===== config.mk =====
export PLATFORM = sky130hd
export DESIGN_NAME = sa1_ss_restore
export DESIGN_NICKNAME = d
export VERILOG_FILES = /design/src/rtl/sa1_ss_pkg.sv /design/src/rtl/sa1_ss_restore_table.sv /design/src/rtl/sa1_ss_restore.sv
export SDC_FILE = /design/constraint.sdc
export NUM_CORES = 1
export LEC_CHECK = 0
export ABC_AREA = 1
export CORE_ASPECT_RATIO = 0.5
export CORE_MARGIN = 5
export CORE_UTILIZATION = 41
export CTS_BUF_LIST = sky130_fd_sc_hd__clkbuf_16
export DETAILED_ROUTE_END_ITERATION = 6
export GPL_TIMING_DRIVEN = 0
export PLACE_DENSITY = 0.83
export SETUP_SLACK_MARGIN = 0.1
export SYNTH_ARGS = -nofsm -noshare
export SYNTH_HDL_FRONTEND = slang
export SYNTH_HIERARCHICAL = 1
export SYNTH_SLANG_ARGS = --single-unit

===== constraint.sdc =====
create_clock -name i_clk -period 1.4 [get_ports i_clk]
set_clock_uncertainty 0.15 [all_clocks]
set_input_delay 0.21 -clock i_clk [delete_from_list [all_inputs] [get_ports i_clk]]
set_output_delay 0.21 -clock i_clk [all_outputs]
set_load 0.01 [all_outputs]

===== src/rtl/sa1_ss_pkg.sv =====
// -----------------------------------------------------------------------------
// sa1_ss_pkg
// Shared definitions for the SA-1 savestate restore sequencer.
//   sa1_ss_state_t  : sequencer FSM states
//   sa1_ss_entry_t  : restore table entry {addr, side, verify_mask}
//   restore_entry() : constant 6-entry restore table (idx -> entry)
//   SA1_REG_BASE    : base address of the SA-1 register window ($2200)
// Optional feature macro used by the sequencer: SA1_RESTORE_VERIFY_EN
// -----------------------------------------------------------------------------
package sa1_ss_pkg;

    localparam logic [15:0] SA1_REG_BASE = 16'h2200;
    localparam int          NUM_ENTRIES  = 6;

    typedef enum logic [2:0] {
        ST_IDLE,
        ST_FETCH,
        ST_WRITE,
        ST_GAP,
        ST_VERIFY,
        ST_DONE
    } sa1_ss_state_t;

    typedef struct packed {
        logic [7:0] addr;         // low byte of $22xx
        logic       side;         // 0 = SNES-side port, 1 = SA-1-side port
        logic [7:0] verify_mask;  // readback bits compared; 0 = write-only
    } sa1_ss_entry_t;

    // $2200 is last so the SA-1 only leaves reset once vectors and NMI
    // enable are already in place.
    function automatic sa1_ss_entry_t restore_entry(input logic [2:0] idx);
        sa1_ss_entry_t e;
        case (idx)
            3'd0:    e = '{addr: 8'h03, side: 1'b0, verify_mask: 8'h00};
            3'd1:    e = '{addr: 8'h04, side: 1'b0, verify_mask: 8'h00};
            3'd2:    e = '{addr: 8'h05, side: 1'b0, verify_mask: 8'h00};
            3'd3:    e = '{addr: 8'h06, side: 1'b0, verify_mask: 8'h00};
            3'd4:    e = '{addr: 8'h0A, side: 1'b1, verify_mask: 8'h10};
            3'd5:    e = '{addr: 8'h00, side: 1'b0, verify_mask: 8'h20};
            default: e = '0;
        endcase
        return e;
    endfunction

endpackage


===== src/rtl/sa1_ss_restore_table.sv =====
// -----------------------------------------------------------------------------
// sa1_ss_restore_table
// Combinational ROM: restore sequence index -> table entry.
//   i_idx   : entry index (0..5)
//   o_entry : {addr, side, verify_mask} for that index
// -----------------------------------------------------------------------------
import sa1_ss_pkg::*;

module sa1_ss_restore_table (
    input  logic [2:0]    i_idx,
    output sa1_ss_entry_t o_entry
);

    assign o_entry = restore_entry(i_idx);

endmodule


===== src/rtl/sa1_ss_restore.sv =====
// -----------------------------------------------------------------------------
// sa1_ss_restore
// Savestate-load sequencer: fetches the saved SA-1 control bytes from the
// savestate image ($2200-$23FF window) and replays them into the live SA-1
// register file as injected bus writes, $2200 last.
//
// Optional feature: define SA1_RESTORE_VERIFY_EN to add a readback VERIFY
// step after masked entries ($0A bit4, $00 bit5) with a sticky mismatch flag.
// Without it reg_rd/mismatch are tied 0 and reg_di is ignored.
//
// Ports
//   i_clk, i_reset      : clock, synchronous active-high reset
//   i_active            : cart is SA-1; low aborts and holds everything idle
//   i_start             : pulse, begin restore sequence
//   o_busy, o_done      : sequence in progress / one-cycle end pulse
//   o_error             : sticky fetch timeout, cleared on accepted start
//   o_ss_rd_req/addr    : savestate byte request, held until i_ss_rd_ack
//   i_ss_rd_ack/data    : savestate byte return
//   o_reg_wr            : register write strobe, WR_CYCLES clocks
//   o_reg_side/addr/do  : write target port, $22xx low byte, write data
//   o_mismatch, o_reg_rd: verify result / readback strobe
//   i_reg_di            : readback data
// -----------------------------------------------------------------------------
import sa1_ss_pkg::*;

module sa1_ss_restore #(
    parameter int WR_CYCLES     = 4,
    parameter int FETCH_TIMEOUT = 255
) (
    input  logic       i_clk,
    input  logic       i_reset,
    input  logic       i_active,
    input  logic       i_start,
    output logic       o_busy,
    output logic       o_done,
    output logic       o_error,
    output logic       o_ss_rd_req,
    output logic [8:0] o_ss_rd_addr,
    input  logic       i_ss_rd_ack,
    input  logic [7:0] i_ss_rd_data,
    output logic       o_reg_wr,
    output logic       o_reg_side,
    output logic [7:0] o_reg_addr,
    output logic [7:0] o_reg_do,
    output logic       o_mismatch,
    output logic       o_reg_rd,
    input  logic [7:0] i_reg_di
);

    localparam logic [7:0] WR_LAST  = 8'(WR_CYCLES - 1);
    localparam logic [7:0] TMO_LAST = 8'(FETCH_TIMEOUT - 1);
    localparam logic [2:0] IDX_LAST = 3'(NUM_ENTRIES - 1);

    sa1_ss_state_t r_state, w_state_nxt;
    logic [2:0]    r_idx;
    logic [7:0]    r_cnt;
    logic [7:0]    r_reg_do;
    logic          r_error;

    logic          w_accept, w_latch, w_err_set, w_idx_inc;
    logic          w_cnt_clr, w_cnt_inc;
    sa1_ss_entry_t w_entry;

    sa1_ss_restore_table u_table (
        .i_idx   (r_idx),
        .o_entry (w_entry)
    );

`ifdef SA1_RESTORE_VERIFY_EN
    logic r_mismatch;
    logic w_mm_set;
`endif

    // ---- state register ----------------------------------------------------
    always_ff @(posedge i_clk) begin
        if (i_reset || !i_active) r_state <= ST_IDLE;
        else                      r_state <= w_state_nxt;
    end

    // ---- next state / control ----------------------------------------------
    always_comb begin
        w_state_nxt = r_state;
        w_accept    = 1'b0;
        w_latch     = 1'b0;
        w_err_set   = 1'b0;
        w_idx_inc   = 1'b0;
        w_cnt_clr   = 1'b0;
        w_cnt_inc   = 1'b0;
`ifdef SA1_RESTORE_VERIFY_EN
        w_mm_set    = 1'b0;
`endif
        case (r_state)
            ST_IDLE: begin
                if (i_start) begin
                    w_accept    = 1'b1;
                    w_cnt_clr   = 1'b1;
                    w_state_nxt = ST_FETCH;
                end
            end
            ST_FETCH: begin
                // ack wins over timeout if both land on the last cycle
                if (i_ss_rd_ack) begin
                    w_latch     = 1'b1;
                    w_cnt_clr   = 1'b1;
                    w_state_nxt = ST_WRITE;
                end else if (r_cnt == TMO_LAST) begin
                    w_err_set   = 1'b1;
                    w_state_nxt = ST_DONE;
                end else begin
                    w_cnt_inc   = 1'b1;
                end
            end
            ST_WRITE: begin
                if (r_cnt == WR_LAST) begin
                    w_cnt_clr   = 1'b1;
                    w_state_nxt = ST_GAP;
                end else begin
                    w_cnt_inc   = 1'b1;
                end
            end
            ST_GAP: begin
                w_cnt_clr = 1'b1;
`ifdef SA1_RESTORE_VERIFY_EN
                if (w_entry.verify_mask != 8'h00) w_state_nxt = ST_VERIFY;
                else
`endif
                if (r_idx == IDX_LAST) begin
                    w_state_nxt = ST_DONE;
                end else begin
                    w_idx_inc   = 1'b1;
                    w_state_nxt = ST_FETCH;
                end
            end
`ifdef SA1_RESTORE_VERIFY_EN
            ST_VERIFY: begin
                // readback is only trusted on the second strobe cycle
                if (r_cnt == 8'd1) begin
                    w_mm_set  = |((i_reg_di ^ r_reg_do) & w_entry.verify_mask);
                    w_cnt_clr = 1'b1;
                    if (r_idx == IDX_LAST) begin
                        w_state_nxt = ST_DONE;
                    end else begin
                        w_idx_inc   = 1'b1;
                        w_state_nxt = ST_FETCH;
                    end
                end else begin
                    w_cnt_inc = 1'b1;
                end
            end
`endif
            ST_DONE:  w_state_nxt = ST_IDLE;
            default:  w_state_nxt = ST_IDLE;
        endcase
    end

    // ---- datapath registers ------------------------------------------------
    always_ff @(posedge i_clk) begin
        if (i_reset || !i_active) begin
            r_idx    <= '0;
            r_cnt    <= '0;
            r_reg_do <= '0;
            r_error  <= 1'b0;
        end else begin
            if (w_accept)       r_idx <= '0;
            else if (w_idx_inc) r_idx <= r_idx + 3'd1;

            if (w_cnt_clr)      r_cnt <= '0;
            else if (w_cnt_inc) r_cnt <= r_cnt + 8'd1;

            if (w_latch)        r_reg_do <= i_ss_rd_data;

            if (w_accept)       r_error <= 1'b0;
            else if (w_err_set) r_error <= 1'b1;
        end
    end

`ifdef SA1_RESTORE_VERIFY_EN
    always_ff @(posedge i_clk) begin
        if (i_reset || !i_active) r_mismatch <= 1'b0;
        else if (w_accept)        r_mismatch <= 1'b0;
        else if (w_mm_set)        r_mismatch <= 1'b1;
    end

    assign o_mismatch = r_mismatch;
    assign o_reg_rd   = (r_state == ST_VERIFY);
`else
    logic w_unused_verify;
    assign w_unused_verify = ^{i_reg_di, w_entry.verify_mask};
    assign o_mismatch      = 1'b0;
    assign o_reg_rd        = 1'b0;
`endif

    // ---- outputs -----------------------------------------------------------
    assign o_busy       = (r_state != ST_IDLE) && (r_state != ST_DONE);
    assign o_done       = (r_state == ST_DONE);
    assign o_error      = r_error;
    assign o_ss_rd_req  = (r_state == ST_FETCH);
    assign o_reg_wr     = (r_state == ST_WRITE);
    assign o_reg_addr   = o_busy ? w_entry.addr : 8'h00;
    assign o_reg_side   = o_busy & w_entry.side;
    assign o_ss_rd_addr = {1'b0, o_reg_addr};

    // During FETCH the returning byte is passed straight through so the write
    // data is already valid on the ack cycle, one clock ahead of reg_wr.
    assign o_reg_do = (r_state == ST_FETCH) ? i_ss_rd_data :
                      (o_busy ? r_reg_do : 8'h00);

endmodule

=== Yosys cells after proc, flatten, opt, wreduce, memory -nomap -nowiden ===
Index checks and enable logic that the tools add are counted.
Widths: inputs -> output; s select.

* Output and inout port bits: 33
* Word-level logic and storage cells: 57
* Flip-flop bits (word level): 23
* Input port bits: 21

* Mux-type cells: 25
* Reduce and logical (&&, ||, !) cells: 9
* Bitwise operators: 1
* Add/sub/neg operators: 2
* Eq/ne operators: 15

{| class="wikitable"
|+ Operator list
! kind !! count
|-
| $pmux 13 s6 || 1
|-
| $mux 8 || 3
|-
| $mux 3 || 5
|-
| $mux 1 || 13
|-
| $eq 3x2->1 const B || 4
|-
| $pmux 3 s4 || 1
|-
| $eq 3x3->1 const B || 3
|-
| $add 8x1->8 const B || 1
|-
| $eq 8x2->1 const B || 1
|-
| $eq 8x8->1 const B || 1
|-
| $eq 3x1->1 const B || 2
|-
| $logic_not 3->1 || 2
|-
| $pmux 1 s4 || 1
|-
| $reduce_or 2->1 || 2
|-
| $add 3x1->3 const B || 1
|-
| $ne 3x1->1 const B || 1
|-
| $ne 3x3->1 const B || 1
|-
| $reduce_and 3->1 || 1
|-
| $reduce_bool 3->1 || 1
|-
| $ne 2x1->1 const B || 1
|-
| $ne 2x2->1 const B || 1
|-
| $pmux 1 s2 || 1
|-
| $and 1x1->1 || 1
|-
| $logic_and 1x1->1 || 1
|-
| other kinds (2) || 2
|}

=== Longest topological paths before layout ===
Gate-level depths: netlist of the first run.

* Depth after elaboration: 4
* Mapped depth: 9
* Mapped depth without buffers: 9

=== Modules after synthesis ===
The synthesis of the first run kept the hierarchy.

{| class="wikitable"
|+ Modules (own cells, without submodules)
! module !! cells each !! area each (um2) !! times used !! seq. area each (um2)
|-
| sa1_ss_restore || 221 || 1487.7 || 1 || 460.4
|-
| sa1_ss_restore_table || 25 || 140.1 || 1 || 0.0
|}

=== Least setup slack after synthesis of the first run ===
OpenSTA, ideal clock, no wires.

* Path type: register to output
* Start: register r_state[0]
* End: output port o_ss_rd_addr[0]
* Slack: -0.256 ns
* Stages on the path, launching flop included: 7
* Arrival time: 1.296 ns
* Required time: 1.040 ns
* Buffers on the path: 1
* Cell sequence: dfxtp_1 -> inv_2 -> nor2_4 -> inv_1 -> o21ai_4 -> nor2_1 -> buf_4

* Word-level cells in the longest chain between the ends: 3
* Elaborated cells between the ends (all ways): 4
* Classes of those cells: 1 x eq/ne; 1 x mux; 2 x reduce/logical

{| class="wikitable"
|+ Ends and longest elaborated chain
! item !! line !! source
|-
| from (decl) || sa1_ss_restore.sv:54 || <nowiki>sa1_ss_state_t r_state, w_state_nxt;</nowiki>
|-
| from (signal assigned) || sa1_ss_restore.sv:77 || <nowiki>else r_state <= w_state_nxt;</nowiki>
|-
| $ne 3x3->1 / $reduce_bool 3->1 (equally long branches) || sa1_ss_restore.sv:194 || <nowiki>assign o_busy = (r_state != ST_IDLE) && (r_state != ST_DONE);</nowiki>
|-
| $logic_and 1x1->1 (*) || sa1_ss_restore.sv:194 ||
|-
| $mux 8 (*) || sa1_ss_restore.sv:199 || <nowiki>assign o_reg_addr = o_busy ? w_entry.addr : 8'h00;</nowiki>
|-
| to (decl) || sa1_ss_restore.sv:38 || <nowiki>output logic [8:0] o_ss_rd_addr,</nowiki>
|}

Mark *: on every way between the ends. The rest lies on a longest branch, timed or not.

=== Final worst setup path of the first run ===
* Start: register r_state[0]
* End: output port o_ss_rd_addr[2]

The elaborated chain is that of the path after synthesis.

==> results of run 1 <==
cells in the final DEF (no fill, tap or decap), types with 6 or more instances in the layout:
cell             instances
nand2_1                 35
inv_1                   34
buf_6                   31
buf_4                   28
dfxtp_1                 15
nand3_1                 14
a21oi_2                 14
nor2_1                  12
buf_2                   12
clkdlybuf4s50_1         12
nor2_4                  10
nand2_2                  8
conb_1                   7
nor2_2                   6
nand3_4                  6
o21ai_2                  6
metrics by stage:
step	total power, mW	util
final	1.78	0.789
after CTS	1.67	0.726
after global placement	0.947	0.573
after global routing	1.84	0.789
after floorplan	0.840	-
after detailed placement	0.951	0.573
metal layers:
layer  share of wire  vias to the layer above
met3            0.10                       51
met2            0.46                      176
met1            0.38                      984
li1                -                      897
met5               0                        -
met4           0.064                        0
state kept, by name, summed over array words and instances, names as in the netlist:
| register | cells |
|---|---|
| r_reg_do | 8 |
| r_idx | 3 |
| r_state | 3 |
| r_cnt | 8 |
| o_error | 1 |
cell type report:
| cell class | instances | share of cell area |
|---|---|---|
| buffer | 21 | 0.0631 |
| clock buffer | 3 | 0.0267 |
| clock inverter | 1 | 0.00133 |
| inverter | 41 | 0.0591 |
| multi-input combinational | 161 | 0.440 |
| sequential | 23 | 0.172 |
| tap | 51 | 0.0227 |
| timing repair buffer | 64 | 0.210 |
| timing repair inverter | 1 | 0.00578 |
timing repair:
action                                  in CTS  in global routing
pin swaps                                   21                  5
hold endpoints to repair                     0                  0
endpoints found under the setup margin      44                 44
gates resized for setup                    180                 47
gates cloned                                 6                  0
buffers inserted                            22                  8
tightest hold or removal path: stages, from the launching register on:
cell	delay [ns]
dfxtp_1	0.30
inv_1	0.07
a21oi_1	0.07
report_power, final:
group / switching (mW) / internal (mW)
sequential: 0.00981 / 0.654
combinational: 0.267 / 0.222
clock: 0.243 / 0.382
total: 0.520 / 1.26
worst paths after layout:
path / startpoint / endpoint / slack, ns / cells past startpoint
worst max register to register: r_state[0]$_SDFFE_PP0P_ / r_cnt[4]$_SDFFE_PP0P_ / -0.32 / 9
worst min register to register: r_reg_do[3]$_SDFFE_PP0P_ / r_reg_do[3]$_SDFFE_PP0P_ / 0.34 / 2
worst min-delay path: r_reg_do[3]$_SDFFE_PP0P_ / r_reg_do[3]$_SDFFE_PP0P_ / 0.34 / 2
worst max-delay path: r_state[0]$_SDFFE_PP0P_ / o_ss_rd_addr[2] / -0.45 / 7
==> impl_metrics.env, run 1 <==
export IMPL_syn2layout_area_growth_pct=78.7
export IMPL_grt_pass1_wl_um=10200
export IMPL_diodes=0
export IMPL_path_common_cell="buf_6"
export IMPL_power_density_nw_per_um2=631
export IMPL_netlist_area_um2=1580
export IMPL_h_tree_depth=1
export IMPL_hold_viol_final=0
export IMPL_clk_pin_slew_ns=0.07
export IMPL_pre_cts_ws_ns=-0.729
export IMPL_num_vias=2108
export IMPL_cts_sinks=23
export IMPL_final_antenna_net_count=0
export IMPL_placed_cell_area_um2=2040
export IMPL_fin_ws_ns=-0.448
export IMPL_hold_class="flip-flop to flip-flop"
export IMPL_worst_hold_slack_ns=0.335
export IMPL_finalInstanceArea_um2=2820
export IMPL_grt_use_total=0.252
export IMPL_io_pins=54
export IMPL_drt_wl_total_um=7240
export IMPL_io_buffers=34
export IMPL_cts_root_buf="clkbuf_16"
export IMPL_drv_slew=0
export IMPL_initialDrtViolationCount=190
export IMPL_cp_end_kind="output port"
export IMPL_die_w_um=97.7
export IMPL_cts_buffers=3
export IMPL_finalSetupViolations=44
export IMPL_fin_crit_sh=1.32
export IMPL_violations="setup timing"
export IMPL_synth_avg_cell_area_um2=6.62
export IMPL_grt_pass1_vias=2030
export IMPL_rows=15
export IMPL_antenna_found_initial=0
export IMPL_dp_cells=328
export IMPL_cts_hold_buf=0
export IMPL_layout_min_cycle_time_ns=1.85
export IMPL_max_vdd_ir_drop_v=0.000632
export IMPL_via_per_inst=5.76
export IMPL_multi_input_comb_area_um2=1240
export IMPL_cts_tree="done"
export IMPL_die_h_um=53.8
export IMPL_first_pass_iters=7
export IMPL_core_area_um2=3570
export IMPL_cp_start_kind="flip-flop"
export IMPL_status="complete, but fails checks"
export IMPL_synth_cells=238
export IMPL_cp_slowest_cell="dfxtp_4"
export IMPL_gp_congestion=0.904
export IMPL_register_area_um2=483
export IMPL_floorplan_initialDensity=0.442
export IMPL_crit_type="flip-flop to output port"
export IMPL_overflow=0
export IMPL_fill_cells=176
export IMPL_crit_arrival_ns=1.49
export IMPL_cp_required_ns=1.04
export IMPL_worstPathMaxFanout=3
export IMPL_max_stage_delay_ns=0.38
export IMPL_timing_critical_path_buf_inv=4
export IMPL_leakagePower_nw=1.14
export IMPL_wl_per_cell_um=19.8
export IMPL_crit_chain="nor3_4, inv_2, o21ai_4, buf_6, nor2_4, buf_6, buf_6"
export IMPL_die_area_um2=5260
export IMPL_yosysWarningCount=6
export IMPL_stdcell_count=366
export IMPL_nets=341
export IMPL_layout_drive_gt1_share=0.521
export IMPL_clock_path_buffers=2
export IMPL_met1_usage=0.262
export IMPL_top_usage_layer="met2"
export IMPL_drc=0
export IMPL_max_cap_viol_count=0
export IMPL_rsz0062_at_grt="true"
export IMPL_fmaxAchievable_mhz=541
export IMPL_insertion_delay_ns=0.26
export IMPL_use_met3=0.0569
export IMPL_tns_ns=-12.40
export IMPL_crit_family="buffers and inverters"
export IMPL_grt_util_met2=0.485
export IMPL_hpwl_um=2860
export IMPL_grt_max_degree=13
Power figures use the tool's default switching activity.
==> inputs of run 2 (changes only) <==
--- a/config.mk
+++ b/config.mk
@@ -6,14 +6,17 @@
 export NUM_CORES = 1
 export LEC_CHECK = 0
 export ABC_AREA = 1
+export CAP_MARGIN = 10
 export CORE_ASPECT_RATIO = 0.5
 export CORE_MARGIN = 5
 export CORE_UTILIZATION = 41
 export CTS_BUF_LIST = sky130_fd_sc_hd__clkbuf_16
 export DETAILED_ROUTE_END_ITERATION = 6
 export GPL_TIMING_DRIVEN = 0
+export HOLD_SLACK_MARGIN = 0.08
 export PLACE_DENSITY = 0.83
 export SETUP_SLACK_MARGIN = 0.1
+export SKIP_LAST_GASP = 1
 export SYNTH_ARGS = -nofsm -noshare
 export SYNTH_HDL_FRONTEND = slang
 export SYNTH_HIERARCHICAL = 1
==> run 2 against run 1 <==
Fmax up 0.86%. The flow still finishes with violations (setup timing). Worst hold slack better by 0.0074 ns. Total power grew 1.3%. Die area unchanged. Non-clock buffer count decreased by 4. Cell area up 2.2%. Combinational power grew 2%. Setup slack improved by 0.016 ns. Via count is 0.19% higher. Register-to-register slack got worse by 0.04 ns.
==> impl_metrics.env, run 2 (synthesis gave the netlist of run 1 again) <==
export IMPL_leakagePower_nw=1.21
export IMPL_grt_use_total=0.232
export IMPL_fill_cells=169
export IMPL_finalPower_mw=1.80
export IMPL_critPathLaunch="r_state[0]$_SDFFE_PP0P_"
export IMPL_rsz0062_at_grt="true"
export IMPL_overflow=0
export IMPL_num_vias=2112
export IMPL_fmaxAchievable_mhz=546
export IMPL_die_area_um2=5260
export IMPL_grt_max_degree=13
export IMPL_final_antenna_net_count=0
export IMPL_fin_crit_sh=1.31
export IMPL_min_from="r_reg_do[6]$_SDFFE_PP0P_"
export IMPL_reg_top3="r_cnt x8, r_reg_do x8"
export IMPL_nets=337
export IMPL_finalSetupViolations=44
export IMPL_io_buffers=34
export IMPL_max_cap_viol_count=0
export IMPL_cp_slowest_cell="dfxtp_4"
export IMPL_final_cell_mix="36 x inv_1, 30 x buf_4, 26 x buf_6, 25 x nand2_1, 16 x a21oi_2"
export IMPL_r2r_start="r_state[1]$_SDFFE_PP0P_"
export IMPL_final_common_cell="inv_1"
export IMPL_antenna_found_initial=0
export IMPL_power_density_nw_per_um2=626
export IMPL_die_w_um=97.7
export IMPL_clkPwrFrac=0.356
export IMPL_io_pins=54
export IMPL_status="complete, but fails checks"
export IMPL_hpwl_um=2860
export IMPL_grt_pass1_vias=2024
export IMPL_max_vdd_ir_drop_v=0.000442
export IMPL_cp_required_ns=1.04
export IMPL_hold_class="flip-flop to flip-flop"
export IMPL_cp_end_kind="output port"
export IMPL_power_internal_mw=1.25
export IMPL_diodes=0
export IMPL_first_pass_iters=5
export IMPL_gp_congestion=0.904
export IMPL_core_area_um2=3570
export IMPL_clk_pin_slew_ns=0.07
export IMPL_layout_drive_gt1_share=0.556
export IMPL_grt_pass1_wl_um=9590
export IMPL_die_h_um=53.8
export IMPL_pwr_share_seq=0.367
export IMPL_cts_hold_buf=0
export IMPL_finalInstanceArea_um2=2880
export IMPL_wl_per_cell_um=20.7
export IMPL_cts_tree="done"
export IMPL_fin_ws_ns=-0.432
export IMPL_crit_arrival_ns=1.47
export IMPL_via_per_inst=5.83
export IMPL_drt_wl_total_um=7500
export IMPL_comb_power_share=0.277
export IMPL_switching_share=0.304
export IMPL_worstPathMaxFanout=3
export IMPL_drv_slew=0
export IMPL_floorplan_initialDensity=0.442
export IMPL_placed_cell_area_um2=2040
export IMPL_cts_root_buf="clkbuf_16"
export IMPL_clock_path_buffers=2
export IMPL_insertion_delay_ns=0.26
export IMPL_hold_viol_final=0
export IMPL_violations="setup timing"
export IMPL_h_tree_depth=1
export IMPL_drc=0
export IMPL_crit_type="flip-flop to output port"
export IMPL_cts_sinks=23
export IMPL_cts_buffers=3
export IMPL_max_stage_delay_ns=0.39
export IMPL_cp_start_kind="flip-flop"
export IMPL_rows=15
export IMPL_p_sw_mw=0.547
export IMPL_path_common_cell="buf_6"
export IMPL_layout_min_cycle_time_ns=1.83
export IMPL_syn2layout_area_growth_pct=82.7
export IMPL_crit_chain="inv_4, nor2_4, inv_2, o21ai_4, buf_6, nor2_4, buf_6, buf_6"
export IMPL_initialDrtViolationCount=151
-- run 2: cell types whose count changed in the layout (fill, tap and decap cells not counted), sizes merged --
cell,previous run,this run
buf,72,68
inv,42,41
clkinv,1,2
-- run 2: worst paths after layout --
kind,to,slack (ns),depth (start not counted)
setup / recovery,o_ss_rd_addr[1],-0.43,8
hold / removal,r_reg_do[6]$_SDFFE_PP0P_,0.34,2
setup reg to reg,r_cnt[3]$_SDFFE_PP0P_,-0.36,8
hold reg to reg,r_reg_do[6]$_SDFFE_PP0P_,0.34,2
-- run 2: layout make-up --
type | count | area, um2 | area share
multi-input cells | 161 | 1350 | 0.467
repair buffers | 60 | 539 | 0.187
flip-flops and latches | 23 | 485 | 0.169
plain buffers | 21 | 178 | 0.0617
inverters | 41 | 171 | 0.0596
clock buffers | 3 | 75.1 | 0.0261
well taps | 51 | 63.8 | 0.0222
repair inverters | 1 | 16.3 | 0.00565
clock inverters | 1 | 3.75 | 0.00130
-- run 2: power groups by stage --
stage               Sequential (mW)  Combinational (mW)  Clock, mW
CTS                           0.663               0.386      0.620
finish                        0.661               0.498      0.641
floorplan                     0.680               0.159          0
global route                  0.661               0.520      0.657
global placement              0.681               0.266          0
detailed placement            0.682               0.270          0
-- run 2: through the flow --
stage                     std cells  setup WS (ns)  setup TNS (ns)  hold WS (ns)   util
final                           362         -0.432          -13.01         0.343  0.807
after global routing            362         -0.457          -14.05         0.358  0.807
after CTS                       359         -0.340           -8.39         0.310  0.722
after detailed placement        328         -0.729          -16.38         0.301  0.573
after global placement          328         -0.713          -15.58         0.291  0.573
after floorplan                 243         -0.169          -0.831         0.220      -
-- run 2: per-layer routing --
metal	global-route usage	vias to the layer above	part of all wire
met2	0.439	196	0.47
met4	0.138	0	0.065
li1	-	886	-
met3	0.0556	56	0.12
met5	0	-	0
met1	0.247	974	0.35
-- run 2: timing repair --
item / in CTS / in global routing
buffers inserted: 22 / 4
cloned: 6 / 0
pin swaps: 19 / 13
endpoints found under the hold margin: 0 / 0
resized for setup: 177 / 74
endpoints found under the setup margin: 44 / 44
-- run 2: critical path: cells and delay by family, from the launching register on --
family	cells	cell delay (ns)
AOI/OAI and AO/OA	1	0.16
buffers and inverters	5	0.50
and+or+nand+nor	2	0.17
DFF	1	0.39
